File: src/rtl/iiitb_cg_ctrl.sv
// Clock-gate request controller.
// A registered copy of d0/d1 is kept for the gated register bank. Any difference
// between the raw inputs and that copy, or force_on, wakes the controller. The
// controller holds en_out high while there is activity, then for HOLD_CYCLES
// further idle cycles, and then drops it. gated_cnt counts the cycles spent
// fully idle and saturates at its maximum value.
//
//   state  | meaning
//   -------+----------------------------------------------------------------
//   IDLE   | no recent activity; en_out low; idle cycles are counted
//   ACTIVE | a change or force_on was seen on the last edge; en_out high
//   HOLD   | counting down the idle tail in hold_cnt; en_out still high
module iiitb_cg_ctrl #(
  parameter int HOLD_CYCLES = 4,
  parameter int CNT_W       = 16
) (
  input  logic             clk,
  input  logic             rst,
  input  logic             d0,
  input  logic             d1,
  input  logic             force_on,
  output logic             en_out,
  output logic             d0_o,
  output logic             d1_o,
  output logic [1:0]       state,
  output logic [CNT_W-1:0] gated_cnt
);

  typedef enum logic [1:0] {
    IDLE   = 2'b00,
    ACTIVE = 2'b01,
    HOLD   = 2'b10
  } state_t;

  // Reload value for the idle tail. The HOLD state itself spends one cycle
  // with hold_cnt==0, so HOLD_CYCLES-1 gives HOLD_CYCLES cycles in HOLD.
  localparam logic [7:0]       HOLD_LOAD = 8'(HOLD_CYCLES - 1);
  localparam logic [CNT_W-1:0] CNT_MAX   = '1;

  state_t           state_q;
  state_t           state_d;
  logic [7:0]       hold_q;
  logic [7:0]       hold_d;
  logic [CNT_W-1:0] cnt_d;
  logic             en_d;
  logic             change;
  logic             wake;

  // Activity detection against the data currently presented to the gated bank.
  always_comb begin
    change = (d0 != d0_o) | (d1 != d1_o);
    wake   = change | force_on;
  end

  // Next-state, hold countdown, enable request and idle-counter update.
  always_comb begin
    state_d = state_q;
    hold_d  = hold_q;
    cnt_d   = gated_cnt;
    en_d    = 1'b0;

    case (state_q)
      IDLE: begin
        if (wake) begin
          state_d = ACTIVE;
        end
      end
      ACTIVE: begin
        if (!wake) begin
          state_d = HOLD;
          hold_d  = HOLD_LOAD;
        end
      end
      HOLD: begin
        // A wake here abandons the remaining countdown; the next entry into
        // HOLD reloads it from scratch.
        if (wake) begin
          state_d = ACTIVE;
        end else if (hold_q == 8'd0) begin
          state_d = IDLE;
        end else begin
          hold_d = hold_q - 8'd1;
        end
      end
      default: begin
        state_d = IDLE;
      end
    endcase

    // en_out is registered from the next state so it rises on the same edge
    // as the data capture, with no input-to-output combinational path.
    en_d = (state_d != IDLE);

    if ((state_q == IDLE) && (state_d == IDLE) && (gated_cnt != CNT_MAX)) begin
      cnt_d = gated_cnt + 1'b1;
    end
  end

  // State, countdown, enable, data capture and idle counter registers.
  always_ff @(posedge clk) begin
    if (rst) begin
      state_q   <= IDLE;
      hold_q    <= 8'd0;
      en_out    <= 1'b0;
      d0_o      <= 1'b0;
      d1_o      <= 1'b0;
      gated_cnt <= '0;
    end else begin
      state_q   <= state_d;
      hold_q    <= hold_d;
      en_out    <= en_d;
      d0_o      <= d0;
      d1_o      <= d1;
      gated_cnt <= cnt_d;
    end
  end

  assign state = state_q;

endmodule
File: config.mk
export PLATFORM = sky130hd
export DESIGN_NAME = iiitb_cg_ctrl
export DESIGN_NICKNAME = d
export VERILOG_FILES = /design/src/rtl/iiitb_cg_ctrl.sv
export SDC_FILE = /design/constraint.sdc
export NUM_CORES = 1
export LEC_CHECK = 0
export ABC_CLOCK_PERIOD_IN_PS = 2500
export BUFFER_PORTS_ARGS = -buffer_cell sky130_fd_sc_hd__clkbuf_2
export CAP_MARGIN = 10
export CORE_MARGIN = 3
export CORE_UTILIZATION = 55
export DETAILED_ROUTE_END_ITERATION = 8
export PLACE_DENSITY = 0.83
export SETUP_SLACK_MARGIN = 0.2
export SLEW_MARGIN = 10
export SYNTH_ARGS = -nofsm -noshare
export SYNTH_HDL_FRONTEND = slang
export SYNTH_SLANG_ARGS = --single-unit
File: constraint.sdc
create_clock -name clk -period 2.5 [get_ports clk]
set_input_delay 0.75 -clock clk [delete_from_list [all_inputs] [get_ports clk]]
set_output_delay 0.75 -clock clk [all_outputs]
set_load 0.005 [all_outputs]
# ---- Yosys cells after proc, flatten, opt, wreduce, memory -nomap -nowiden
# Cells that the tools add are included.
dict set report word_totals {
  regBits 29
  input_bits 5
  word_cells 35
}
dict set report op_classes {
  add_sub_neg 2
  eq_ne 8
  muxes 9
  bitwise 2
  n_reduce_logical 8
}
# cell count
set op_table {}
lappend op_table {{$mux W8} 3}
lappend op_table {{$add A16 B1 Y16 const B} 1}
lappend op_table {{$ne A16 B16 Y1 const B} 1}
lappend op_table {{$pmux W8 S2} 1}
lappend op_table {{$logic_not A8 Y1} 1}
lappend op_table {{$mux W2} 4}
lappend op_table {{$sub A8 B1 Y8 const B} 1}
lappend op_table {{$ne A2 B2 Y1 const B} 3}
lappend op_table {{$pmux W2 S3} 1}
lappend op_table {{$logic_not A2 Y1} 2}
lappend op_table {{$reduce_and A4 Y1} 1}
lappend op_table {{$reduce_bool A2 Y1} 2}
lappend op_table {{$eq A2 B1 Y1 const B} 1}
lappend op_table {{$eq A2 B2 Y1 const B} 1}
lappend op_table {{$logic_and A1 B1 Y1} 2}
lappend op_table {{$ne A1 B1 Y1} 2}
lappend op_table {{$or A1 B1 Y1} 2}

# ---- Logic depth before layout (Yosys ltp)
# Gate-level depths: netlist of run 1.
dict set report logic_depth {
  depth_word 8
  ltp_mapped 7
  ltp_nobuf 6
}

# ---- Worst setup path before layout of run 1
# No wires, ideal clock.
dict set report synth_path {
  path_type {input to register}
  from {input d0}
  to {register gated_cnt[14]}
  setup_ns 0.121
  arrival_ns 2.004
  required_time_ns 2.379
  setup_slack_ns 0.375
  cell_stages 5
  path_cell_list {xnor2_1 > nand3_1 > buf_2 > nor4_1 > mux2_2}
}
dict set report synth_via {
  elab_chain_len 8
  elab_cells_between_ends 10
}
# element line_no
set synth_rtl {}
lappend synth_rtl {{start, declared} 19} ;# input logic d0,
lappend synth_rtl {{$ne A1 B1 Y1 *} 51} ;# change = (d0 != d0_o) | (d1 != d1_o);
lappend synth_rtl {{$or A1 B1 Y1 *} 51}
lappend synth_rtl {{$or A1 B1 Y1 *} 52} ;# wake = change | force_on;
lappend synth_rtl {{$mux W2 (on tied branches)} {77, 64, 69}}
lappend synth_rtl {{$pmux W2 S3 *} 62} ;# case (state_q)
lappend synth_rtl {{$logic_not A2 Y1 *} 94} ;# if ((state_q == IDLE) && (state_d == IDLE) && (gated_cnt != CNT_MAX)) begin
lappend synth_rtl {{$logic_and A1 B1 Y1 * (2 in a row)} 94}
lappend synth_rtl {{end signal, assigned} 114} ;# gated_cnt <= cnt_d;
lappend synth_rtl {{end, declared} 26} ;# output logic [CNT_W-1:0] gated_cnt
# Every way passes the cells marked *; elsewhere a longest branch is shown, timed or not.
# A chain may end at the register's enable or synchronous reset.

# ---- Final worst setup path of run 1
dict set report layout_path {
  from {input force_on}
  to {register gated_cnt[7]}
}
dict set report layout_via {
  elab_chain_len 6
  elab_cells_between_ends 8
}
# element line_no
set layout_rtl {}
lappend layout_rtl {{start, declared} 21} ;# input logic force_on,
lappend layout_rtl {{$or A1 B1 Y1 *} 52}
lappend layout_rtl {{$mux W2 (on tied branches)} {77, 64, 69}}
lappend layout_rtl {{$pmux W2 S3 *} 62}
lappend layout_rtl {{$logic_not A2 Y1 *} 94}
lappend layout_rtl {{$logic_and A1 B1 Y1 * (2 in a row)} 94}
# Marked as above.

==> metrics.txt, run 1 <==
initial antenna violation count=0; FFs w/ async S/R, synth=0%; number of enable flip-flop cells after synthesis=0; final number of max-transition violations=0; Antenna diodes=0; Critical Path End Type=flop; Yosys top cell by area=dfxtp_1; critical path class=in -> reg; post-CTS resize count=0; gr usage total=22.46%; status=complete, no violations; synthesized flop and latch total=29; largest net degree at the start of global routing=16; Worst Path Buf+Inv=2; Worst Setup EP=gated_cnt[7]; post-synthesis cell type count=48; Synth Area per Inst=9.060 um2; DR WL/cell=14.86 um; Hold WC Path Type=reg -> reg; yosys warns=0; H-tree levels=2; clk_skew=0.01068 ns; syn nets=177; Power Total=0.0008677 W; slowest cell delay on critical path=0.59 ns; Most used DFF post-synth=dfxtp_1; Port Buffers=25; Post-DP HPWL=2569 um; Clock Latency Late Sink=0.33 ns; Worst EP arrival=roughly 2.3 ns; slowest CP cell=or4_1; CP startpoint=force_on; setup TNS=0 ns; drt pass-1 iters=4; Levels on crit path=6; top cells by area, synth=dfxtp_1 38%, o31ai_1 6.3%, or4_1 5.4%; Data required, critical path=approximately 2.8 ns; I/O pin count=26; Worst Slack Setup Final=0.4870 ns; Fillers=~230; CTS buffer count=5; area grow syn2layout=14.87%; slew at the pin with the worst max-slew slack=around 0.80 ns; # hold bufs at CTS=0; worst rel slew slack=46.35%; RR Startpoint=hold_q[0]; CTS Buffer Depth=2; commonest cells in the synthesized netlist=29 x dfxtp_1, 15 x a21oi_1, 13 x o31ai_1; peak fanout along the critical path=8; Final setup viols=0; postcts setup bufs=0; DR vias=1532; worst slack, placed=0.1637 ns; wirelength, routed=3492 um; fin crit share=80.52%; Clock Pin Slew Worst Setup and Hold Paths=0.10 ns; post-route ant nets=0; Seq/Total Area, Yosys=37.69%; worst path cell trace=clkbuf_2 -> nor3_1 -> buf_4 -> nand4_1 -> or4_1 -> a21oi_1; VDD IR max=0.0003942 V; Final GP Congestion=0.9123; worst reg2reg path depth=6; f_max=496.8 MHz; Period minus WS final=just over 2 ns; Post-Synthesis Cells=170; Synth top area share=between 30% and 40%; final hold violation count=0; drt drc=0; wire length of the first global-routing pass=6078 um; Iteration-0 DRC Markers=between 90 and 100; maxcap violations=0; r2r endpoint=hold_q[6]; grt ovf=0; flop-to-flop setup slack=0.51 ns; Static Leak=approximately 0.66 nW; CTS tree=done; vias in the first global route=1410; Via density=6.519; Cell Area, Synth=1540 um2; Clock Tree Root=clkbuf_4; Die Wd=58.92 um; Core Util, Final=between 60% and 70%; Initial Util=59.99%; CP top delay family=simple AND/OR/NAND/NOR gates; Cell Rows=18; power per cell area=490.5 nW/um2; layout cell share with drive strength beyond 1=25.37%; WHS=a little under 0.5 ns; area of the core=2567 um2; RSZ-0062 raised after global routing=no; nets@finish=211; most numerous cell in the Yosys netlist=dfxtp_1; # clock sinks=29; Die H=58.92 um; area of the die=3472 um2; startpoint types=input pin
## state kept, by name, summed over array words and instances (netlist names)
register / cells
d0_o: 1
en_out: 1
state: 2
gated_cnt: 16
hold_q: 8
d1_o: 1
## worst min-delay path, stage by stage (launching register included)
cell     delay (ns)
dfxtp_1        0.33
o31ai_1        0.06
a21oi_1        0.06
## area by class of cell
type,count,area [um2],share of cell area [%]
clock buffers,6,41.29,2.334
multi-input cells,129,888.4,50.21
flip-flops and latches,29,580.6,32.81
clock inverters,2,10.01,0.5658
well taps,30,37.54,2.122
repair buffers,34,192.7,10.89
inverters,5,18.77,1.061
## cell usage in the layout, fill, tap and decap left out, drive strengths merged, types with 2 or more instances in the layout
cell type,instances
clkbuf,31
dfxtp,29
a21oi,15
o31ai,13
or4,13
nand2,9
buf,9
nand4,8
nand3,7
nor2,6
nor4,6
inv,5
nor2b,5
o21ai,5
nor3,4
or3,4
and3,3
mux2,3
o31a,3
xnor2,2
and4,2
ha,2
clkinv,2
o41ai,2
## cell families (layout without fill, tap and decap cells)
| logic type | Yosys count | count (layout) | synth area share (%) |
|---|---|---|---|
| mux | 4 | 4 | 2.843 |
| simple gates | 73 | 73 | 29.57 |
| compound gates | 47 | 47 | 21.93 |
| flops | 29 | 29 | 37.69 |
| fa+ha+maj | 2 | 2 | 1.624 |
| buf+inv | 12 | 47 | 4.630 |
| xor+xnor | 3 | 3 | 1.706 |
## layer usage
layer	vias to the layer above	track usage, %	share of wire, %
met5	-	0	0
met4	0	11.00	1.2
met3	6	5.044	6.2
met2	64	32.97	46
met1	714	30.94	47
li1	748	-	-
## through the flow
step                      cells  area [um2]
final                       235        1769
after global placement      227        1718
after CTS                   235        1769
after floorplan             170        1540
after global routing        235        1769
after detailed placement    227        1718
## worst min path at each step
stage	from	to	slack [ns]	cells after the start
final	hold_q[2]	hold_q[2]	0.49	2
after floorplan	hold_q[2]	hold_q[2]	0.46	2
after detailed placement	hold_q[2]	hold_q[2]	0.48	2
after global placement	hold_q[2]	hold_q[2]	0.47	2
after global routing	hold_q[2]	hold_q[2]	0.52	2
after CTS	hold_q[2]	hold_q[2]	0.50	2
## report_power, final
group / internal [W] / switching [W]
combinational: 0.0000493 / 0.0000648
clock: 0.000107 / 0.000163
sequential: 0.000472 / 0.0000116
total: 0.000629 / 0.000239
Note: power is estimated with default switching activity, not from simulation.
==> run 2, diff against run 1 <==
- ABC_CLOCK_PERIOD_IN_PS: 2500 -> 1740
- CORE_UTILIZATION: 55 -> 50
- PLACE_DENSITY: 0.83 -> 0.8
- clock period: 2.5 -> 1.74 ns (I/O delays scaled with it)
==> metrics.txt, run 2 (synthesis results as in run 1) <==
status=finished with violations; failing checks=setup timing; fin crit share=110.1%; CTS Buffer Depth=2; final number of max-transition violations=0; r2r endpoint=gated_cnt[15]; peak fanout along the critical path=5; RSZ-0062 raised after global routing=yes; power per cell area=535.6 nW/um2; post-route ant nets=0; drt drc=0; Clock Tree Root=clkbuf_4; Via density=7.210; Clock Pin Slew Worst Setup and Hold Paths=0.11 ns; Iteration-0 DRC Markers=380; placed insts=249; # hold bufs at CTS=0; Critical Path End Type=flop; # clock sinks=29; worst slack, placed=-0.1680 ns; Hold Path Origin=d1; Static Leak=1.034 nW; most flop-heavy register=gated_cnt; layout cell share with drive strength beyond 1=67.31%; Data required, critical path=1.97 ns; CTS buffer count=5; wire length of the first global-routing pass=8825 um; Initial Util=53.99%; Hold WC Path Type=in -> reg; slew at the pin with the worst max-slew slack=about 0.47 ns; M3 GR Usage=9.015%; Die Wd=61.50 um; GRT met2 Usage=56.65%; final hold violation count=0; maxcap violations=0; area of the die=3782 um2; startpoint types=flop; Power Total=0.001446 W; f_max=522.0 MHz; Clock Latency Late Sink=0.34 ns; met1 Track Usage GR=about a third; Worst Hold End=d1_o; clk_skew=0.01455 ns; grt ovf=0; Post-DP HPWL=roughly 2900 um; vias in the first global route=1885; max reg flops=16; Final setup viols=7; Port Buffers=25; worst reg2reg path depth=6; gr usage total=32.09%; area of the core=2853 um2; flop-to-flop setup slack=-0.18 ns; DR WL/cell=25.57 um; DR vias=2098; largest net degree at the start of global routing=13; WHS Path Cells=2; wirelength, routed=7442 um; CTS tree=done; critical path class=reg -> reg; busiest grt layer=met2; drt pass-1 iters=6; H-tree levels=2; Worst Slack Setup Final=-0.1757 ns; nets@finish=266; Antenna diodes=0; worst rel slew slack=68.58%; Final GP Congestion=roughly 0.90; initial antenna violation count=0; RR Startpoint=state[1]; Worst EP arrival=2.14 ns; post-route insts no fill=between 200 and 300; commonest non-fill, non-tap cells in the layout=39 x buf_4, 24 x buf_6, 23 x clkbuf_2; area grow syn2layout=75.22%; Die H=61.50 um; VDD IR max=0.0006623 V; Period minus WS final=1.916 ns; CP startpoint=state[1]; Cell Rows=19; most common cell after layout, fill and taps aside=buf_4; I/O pin count=26
## run 2: changes by cell type in the layout (fill, tap and decap cells not counted), moves of 4 or more
| cell | change |
|---|---|
| dfxtp_1 | -22 |
| or4_1 | -7 |
| o31ai_1 | -6 |
| dfxtp_4 | +7 |
| buf_6 | +24 |
| or4_4 | +8 |
| a21oi_1 | -9 |
| a21oi_2 | +9 |
| buf_4 | +30 |
| dfxtp_2 | +15 |
| nor4_1 | -4 |
## run 2: repair_timing
| item | 4_1_cts | 5_1_grt |
|---|---|---|
| buffers inserted | 25 | 8 |
| pin swaps | 28 | 23 |
| resized for setup | 44 | 59 |
| gates cloned | 1 | 0 |
| setup endpoints to repair | 27 | 28 |
## run 2: cell type report
class | instances | area, um2
fillers | 66 | 153.9
flip-flops and latches | 29 | 625.6
well taps | 31 | 38.79
multi-input cells | 130 | 1252
clock inverters | 3 | 12.51
repair buffers | 88 | 713.2
clock buffers | 5 | 37.54
inverters | 5 | 18.77
## run 2: worst max-delay path by stage
stage | endpoint | cells past startpoint
2_1_floorplan | hold_q[6] | 5
3_3_place_gp | gated_cnt[5] | 6
3_5_place_dp | gated_cnt[8] | 5
4_1_cts | hold_q[6] | 6
5_1_grt | gated_cnt[12] | 5
6_report | gated_cnt[15] | 6
## run 2: stage by stage
step                instance area [um2]  setup TNS (ns)  utilization (%)  hold slack [ns]
global placement                   1996          -1.300            69.96           0.4741
floorplan                          1670               0                -           0.4611
global route                       2699          -1.252            94.61           0.5191
detailed placement                 1996          -1.997            69.96           0.4923
CTS                                2401               0            84.17           0.4827
finish                             2699         -0.3832            94.61           0.5047
## run 2: critical path, stage by stage (launching register included)
cell and delay [ns]:
dfxtp_4 0.38, nor3_4 0.28, buf_4 0.18, nand4_1 0.24
buf_4 0.25, o31ai_1 0.38, a21oi_1 0.11
## run 2: power breakdown
part / total (W) / internal [W] / switching [W]
clock: 0.000412 / 0.000146 / 0.000266
sequential: 0.000696 / 0.000673 / 0.0000235
combinational: 0.000337 / 0.000163 / 0.000174
total: 0.00145 / 0.000981 / 0.000464
## run 2: metal layers
layer	up-vias	routed length, um	part of all wire [%]
met5	-	0	0
met4	0	560	7.5
met3	69	636	8.5
met2	187	3598	48
met1	977	2647	36
li1	865	-	-
